==> config.mk <==
export PLATFORM = sky130hd
export DESIGN_NAME = param_reg_file
export DESIGN_NICKNAME = d
export VERILOG_FILES = /design/src/rtl/param_reg_file.sv
export SDC_FILE = /design/constraint.sdc
export NUM_CORES = 1
export LEC_CHECK = 0
export ABC_AREA = 1
export CAP_MARGIN = 20
export CORE_MARGIN = 1
export CORE_UTILIZATION = 50
export CTS_CLUSTER_SIZE = 8
export DETAILED_ROUTE_END_ITERATION = 10
export PLACE_DENSITY_LB_ADDON = 0.15
export SKIP_LAST_GASP = 1
export SLEW_MARGIN = 20
export SYNTH_ARGS = -nofsm -noshare
export SYNTH_HDL_FRONTEND = slang
export SYNTH_SLANG_ARGS = --single-unit
export TNS_END_PERCENT = 1
==> constraint.sdc <==
create_clock -name CLK -period 2 [get_ports CLK]
set_clock_uncertainty 0.2 [all_clocks]
set_input_delay 0.4 -clock CLK [delete_from_list [all_inputs] [get_ports CLK]]
set_output_delay 0.4 -clock CLK [all_outputs]
set_load 0.02 [all_outputs]
==> src/rtl/param_reg_file.sv <==
// -----------------------------------------------------------------------------
// param_reg_file
//
// Parametrised register file: DEPTH = 2**ADDR_W entries of DATA_W bits, with
// two read ports, one monitor read port and one strobe-qualified write port.
// A sequenced clear engine walks the array one entry per cycle and reports
// Busy while it runs; writes issued while Busy are dropped and flagged.
//
// Build option:
//   REGFILE_BYPASS_EN  when defined, a write that commits on the coming edge is
//                      forwarded combinationally to any read port whose address
//                      matches Write_Reg. When undefined, reads return the
//                      stored value until the edge.
//
// Ports:
//   CLK, RST_N           clock (rising edge) and asynchronous active-low reset
//   Write_Strobe         write-phase qualifier from the control FSM
//   RegWrite             write enable, effective only with Write_Strobe
//   Write_Reg            write address
//   Reg_Write_Data       write data
//   Read_Reg1/Read_Reg2  read port addresses
//   Reg_Data_Select      monitor port address
//   Clr_Start            request a sequential clear of all entries
//   Read_Data1/2         read port data (combinational)
//   Reg_Data             monitor port data (combinational)
//   Reg_Write_Data_Save  last data presented on a strobe
//   Busy                 clear engine active
//   Write_Drop           one-cycle pulse: a write was rejected while Busy
// -----------------------------------------------------------------------------
module param_reg_file #(
   parameter int DATA_W = 8,
   parameter int ADDR_W = 2
) (
   input  logic              CLK,
   input  logic              RST_N,
   input  logic              Write_Strobe,
   input  logic              RegWrite,
   input  logic [ADDR_W-1:0] Write_Reg,
   input  logic [DATA_W-1:0] Reg_Write_Data,
   input  logic [ADDR_W-1:0] Read_Reg1,
   input  logic [ADDR_W-1:0] Read_Reg2,
   input  logic [ADDR_W-1:0] Reg_Data_Select,
   input  logic              Clr_Start,
   output logic [DATA_W-1:0] Read_Data1,
   output logic [DATA_W-1:0] Read_Data2,
   output logic [DATA_W-1:0] Reg_Data,
   output logic [DATA_W-1:0] Reg_Write_Data_Save,
   output logic              Busy,
   output logic              Write_Drop
);

   localparam int DEPTH = 2 ** ADDR_W;

   typedef enum logic {
      ST_IDLE,
      ST_CLEAR
   } state_t;

   // ---------------------------------------------------------------------------
   // State
   // ---------------------------------------------------------------------------
   state_t            state_q, state_d;
   logic [ADDR_W-1:0] idx_q,   idx_d;
   logic [DATA_W-1:0] mem_q [DEPTH];
   logic [DATA_W-1:0] mem_d [DEPTH];
   logic [DATA_W-1:0] save_q,  save_d;
   logic              drop_q,  drop_d;

   logic busy;
   logic wr_req;
   logic wr_commit;

   assign busy      = (state_q == ST_CLEAR);
   assign wr_req    = Write_Strobe & RegWrite;
   // A write accepted on the same edge as Clr_Start still commits because the
   // engine only becomes Busy after that edge.
   assign wr_commit = wr_req & ~busy;

   // ---------------------------------------------------------------------------
   // Clear engine next-state logic
   // ---------------------------------------------------------------------------
   always_comb begin
      // NOTE: every always_comb output gets a default first so no path leaves
      // it unassigned, which would otherwise infer a latch.
      state_d = state_q;
      idx_d   = idx_q;
      case (state_q)
         ST_IDLE: begin
            // idx_q is already 0 here: it is reset to 0 and wraps to 0 on exit.
            if (Clr_Start) begin
               state_d = ST_CLEAR;
            end
         end
         ST_CLEAR: begin
            // Clr_Start is deliberately ignored here: no restart, no extension.
            if (idx_q == '1) begin
               state_d = ST_IDLE;
               idx_d   = '0;
            end else begin
               idx_d = idx_q + 1'b1;
            end
         end
         default: begin
            state_d = ST_IDLE;
            idx_d   = '0;
         end
      endcase
   end

   // ---------------------------------------------------------------------------
   // Array, capture register and drop flag next-state logic
   // ---------------------------------------------------------------------------
   always_comb begin
      for (int i = 0; i < DEPTH; i++) begin
         mem_d[i] = mem_q[i];
      end
      // A commit and a clear never coincide: commits need !busy, clears need busy.
      if (wr_commit) begin
         mem_d[Write_Reg] = Reg_Write_Data;
      end
      if (busy) begin
         mem_d[idx_q] = '0;
      end
   end

   always_comb begin
      // The capture register follows every strobe, even rejected or save-only ones.
      save_d = Write_Strobe ? Reg_Write_Data : save_q;
      drop_d = wr_req & busy;
   end

   // ---------------------------------------------------------------------------
   // Registers
   // ---------------------------------------------------------------------------
   // NOTE: sequential state uses non-blocking assignments so every flop samples
   // the pre-edge value of every other flop, independent of statement order.
   always_ff @(posedge CLK or negedge RST_N) begin
      if (!RST_N) begin
         state_q <= ST_IDLE;
         idx_q   <= '0;
         save_q  <= '0;
         drop_q  <= 1'b0;
      end else begin
         state_q <= state_d;
         idx_q   <= idx_d;
         save_q  <= save_d;
         drop_q  <= drop_d;
      end
   end

   // NOTE: the array is built from flops with asynchronous reset because every
   // entry must read 0 immediately on reset, including a reset that aborts a
   // clear in progress; a RAM macro could not provide that.
   always_ff @(posedge CLK or negedge RST_N) begin
      if (!RST_N) begin
         for (int i = 0; i < DEPTH; i++) begin
            mem_q[i] <= '0;
         end
      end else begin
         for (int i = 0; i < DEPTH; i++) begin
            mem_q[i] <= mem_d[i];
         end
      end
   end

   // ---------------------------------------------------------------------------
   // Read ports
   // ---------------------------------------------------------------------------
   function automatic logic [DATA_W-1:0] read_port(input logic [ADDR_W-1:0] addr);
`ifdef REGFILE_BYPASS_EN
      // Forward the data that will be stored on the coming edge.
      if (wr_commit && (addr == Write_Reg)) begin
         return Reg_Write_Data;
      end
`endif
      return mem_q[addr];
   endfunction

   always_comb begin
      Read_Data1 = read_port(Read_Reg1);
      Read_Data2 = read_port(Read_Reg2);
      Reg_Data   = read_port(Reg_Data_Select);
   end

   assign Reg_Write_Data_Save = save_q;
   assign Busy                = busy;
   assign Write_Drop          = drop_q;

endmodule

==> results.md <==
* Switching share of power at 43.3%
* All-Layer GR Usage at 27.6%
* Startpoint class of the critical path: input port
* Routed vias at 2739
* Vias per inst at 5.31
* Unrepaired setup endpoints after global routing: yes
* Post-Synthesis Cells at 386
* Met1 usage at 37.0%
* Least-Margin Pin Slew at 0.567 ns
* Area of the multi-input gates at 1370 um^2
* Die ar. at 5710 um^2
* Min Tclk post-route at 2.17 ns
* Mapped Nets at 411
* HP Start: mem_q[15]
* Endpoints failing hold at 0
* IR drop worst, VDD at 0.571 mV
* WL/cell at 14.3 um
* Final instance area at 3360 um^2
* Initial antenna violation count at 0
* Fraction of layout cells with a size suffix above 1 at 15.0%
* Hpwl dp at 5.11 mm
* Status: complete, but fails checks
* Sequential area share after synthesis at 40.7%
* RR Startpoint: Busy
* Area grow syn2layout at 24.3%
* Clock share of power at 15.3%
* Core region area at 5170 um^2
* Combinational share of power at 44.2%
* Clock slew at reported path FFs at 0.08 ns
* Fin nets at 470
* Final Cycle Share at 109%
* Critical Path Start: Read_Reg1[0]
* Setup CP Type: input port to output port
* Netlist cell types at 21
* Starting DRT DRC Count at 234
* Drt drc at 0
* Mapped Area at 2700 um^2
* Clock sink count at 44
* Final WL at 7.37 mm
* Initial Util at 52.3%
* Failing checks: negative setup slack
* Number of routed nets with antenna violations at 0
* Overall power consumption at 3.81 mW
* First-pass GRT wire length at 11.6 mm
* Yosys warning count at 0
* Net load switching power at 1.65 mW
* HP Class: flop to flop
* CTS Buf Count at 5
* Site row count at 26
* Max FO, Critical Path at 9
* Met2 Use GR at 46.0%
* Max-slew headroom at 62.2%
* Dpl cell area at 3280 um^2
* Number of max-cap violations at 0
* Critical Path RT at 1.40 ns
* Seq pwr share at 40.6%
* Remaining global-route overflow at 0
* Port bufs at 54
* Register Area at 1100 um^2
* Die width at 75.5 um
* Final Setup Violations at 15
* Setup crit end kind: output port
* WP data arrival at 1.57 ns
* Fin. max-slew vios at 0
* Gr busiest metal: met2
* Hold path cells at 2
* Flops & latches, synth at 44
* Max Clk Rate at 0.461 GHz
* R2R cell count at 6
* Largest net degree at the start of global routing at 45
* M3 GR Usage at 4.10%
* Setup WS post-layout at -0.170 ns
* GPL Wtd Cong at 0.838
* Clk_lat worst skew at 0.30 ns
* Syn_area_per_cell at 7.00 um^2
* Io pins at 55
* Root Buffer: clkbuf_8
* # diodes at 0
* DR pass1 iterations at 5
* Leak at 1.67 nW
* Pwr/cell area at 1130 nW/um^2
* FILL cells at 474
* Vias in the first global route at 2400
* CTS H-tree depth at 2
* CTS Buffer Depth at 2
* TritonCTS clock tree: done
* Die H at 75.5 um
* P_int at 2.16 mW
-- layout by cell type (no fill, tap or decap), types with 6 or more instances in the layout --
cell type,instances
buf_4,16
o21ai_1,19
nor2_4,6
nand3_1,30
a21oi_1,29
o21ai_0,52
nor2_1,100
clkdlybuf4s50_1,24
clkbuf_8,6
nand2_1,47
dfrtp_1,44
buf_2,21
inv_1,19
-- cell type report --
class	count	share of cell area, %
clock buffer	8	2.68
inverter	31	4.06
sequential	44	32.8
timing repair buffer	70	17.2
multi-input combinational	293	40.7
tap	70	2.61
-- sequential cells by signal (all words and copies together) (netlist names) --
register and cells:
Reg_Write_Data_Save 8, idx_q 2, Busy 1, Write_Drop 1, mem_q 32
-- cells by family after synthesis --
family | synth area share (%)
simple gates | 29.6
compound gates | 19.2
fa+ha+maj | 1.85
flops | 40.7
buf+inv | 8.65
-- cells in the mapped netlist (all sizes together) --
| library cell | n | area (um^2) |
|---|---|---|
| clkbuf | 6 | 23.8 |
| or2 | 1 | 6.26 |
| a21oi | 29 | 145 |
| o21ai | 71 | 355 |
| inv | 31 | 119 |
| nor2 | 106 | 443 |
| dfrtp | 44 | 1100 |
| ha | 4 | 50.1 |
| nand2 | 48 | 183 |
| o22ai | 3 | 18.8 |
| buf | 12 | 91.3 |
| nand3 | 31 | 168 |
-- worst paths after layout --
| check | to | slack, ns |
|---|---|---|
| worst min-delay path | mem_q[15] | 0.32 |
| worst min register to register | mem_q[15] | 0.32 |
| worst max register to register | mem_q[3] | 0.54 |
| worst max-delay path | Read_Data1[6] | -0.17 |
| min in group asynchronous | Reg_Write_Data_Save[7] | 0.50 |
| max in group asynchronous | mem_q[20] | 0.71 |
-- worst max-delay path, stage by stage --
cell,delay [ns]
clkdlybuf4s50_1,0.52
buf_4,0.20
o21ai_0,0.10
o22ai_1,0.16
buf_2,0.19
-- per-layer routing --
| layer | wire length (um) | vias up |
|---|---|---|
| li1 | - | 1374 |
| met1 | 3400 | 1241 |
| met3 | 445 | 10 |
| met2 | 3440 | 114 |
| met5 | 0 | - |
| met4 | 82 | 0 |
-- per-stage QoR --
stage	util, %	hold WS [ns]	setup TNS [ns]	cells	worst slack (ns)
after floorplan	-	-0.0956	0	386	0.0590
after global placement	63.5	0.294	-15.73	500	-0.715
after detailed placement	63.5	0.304	-16.08	500	-0.736
after CTS	64.8	0.321	-2.40	516	-0.175
after global routing	65.0	0.337	-2.52	516	-0.228
final	65.0	0.316	-1.36	516	-0.170
-- power groups by stage --
stage / Clock, mW / Sequential, mW / Combinational (mW)
after floorplan: 0 / 1.48 / 1.17
after detailed placement: 0 / 1.56 / 1.77
after global placement: 0 / 1.55 / 1.74
after CTS: 0.589 / 1.54 / 1.67
after global routing: 0.632 / 1.60 / 1.89
final: 0.582 / 1.55 / 1.68
-- repair_timing --
item,in CTS,in global routing
resized for setup,114,5
setup buffers,7,0
endpoints found under the setup margin,24,24
endpoints found under the hold margin,44,0
hold buffers,1,0
No activity file was read; power rests on OpenSTA's default activity.
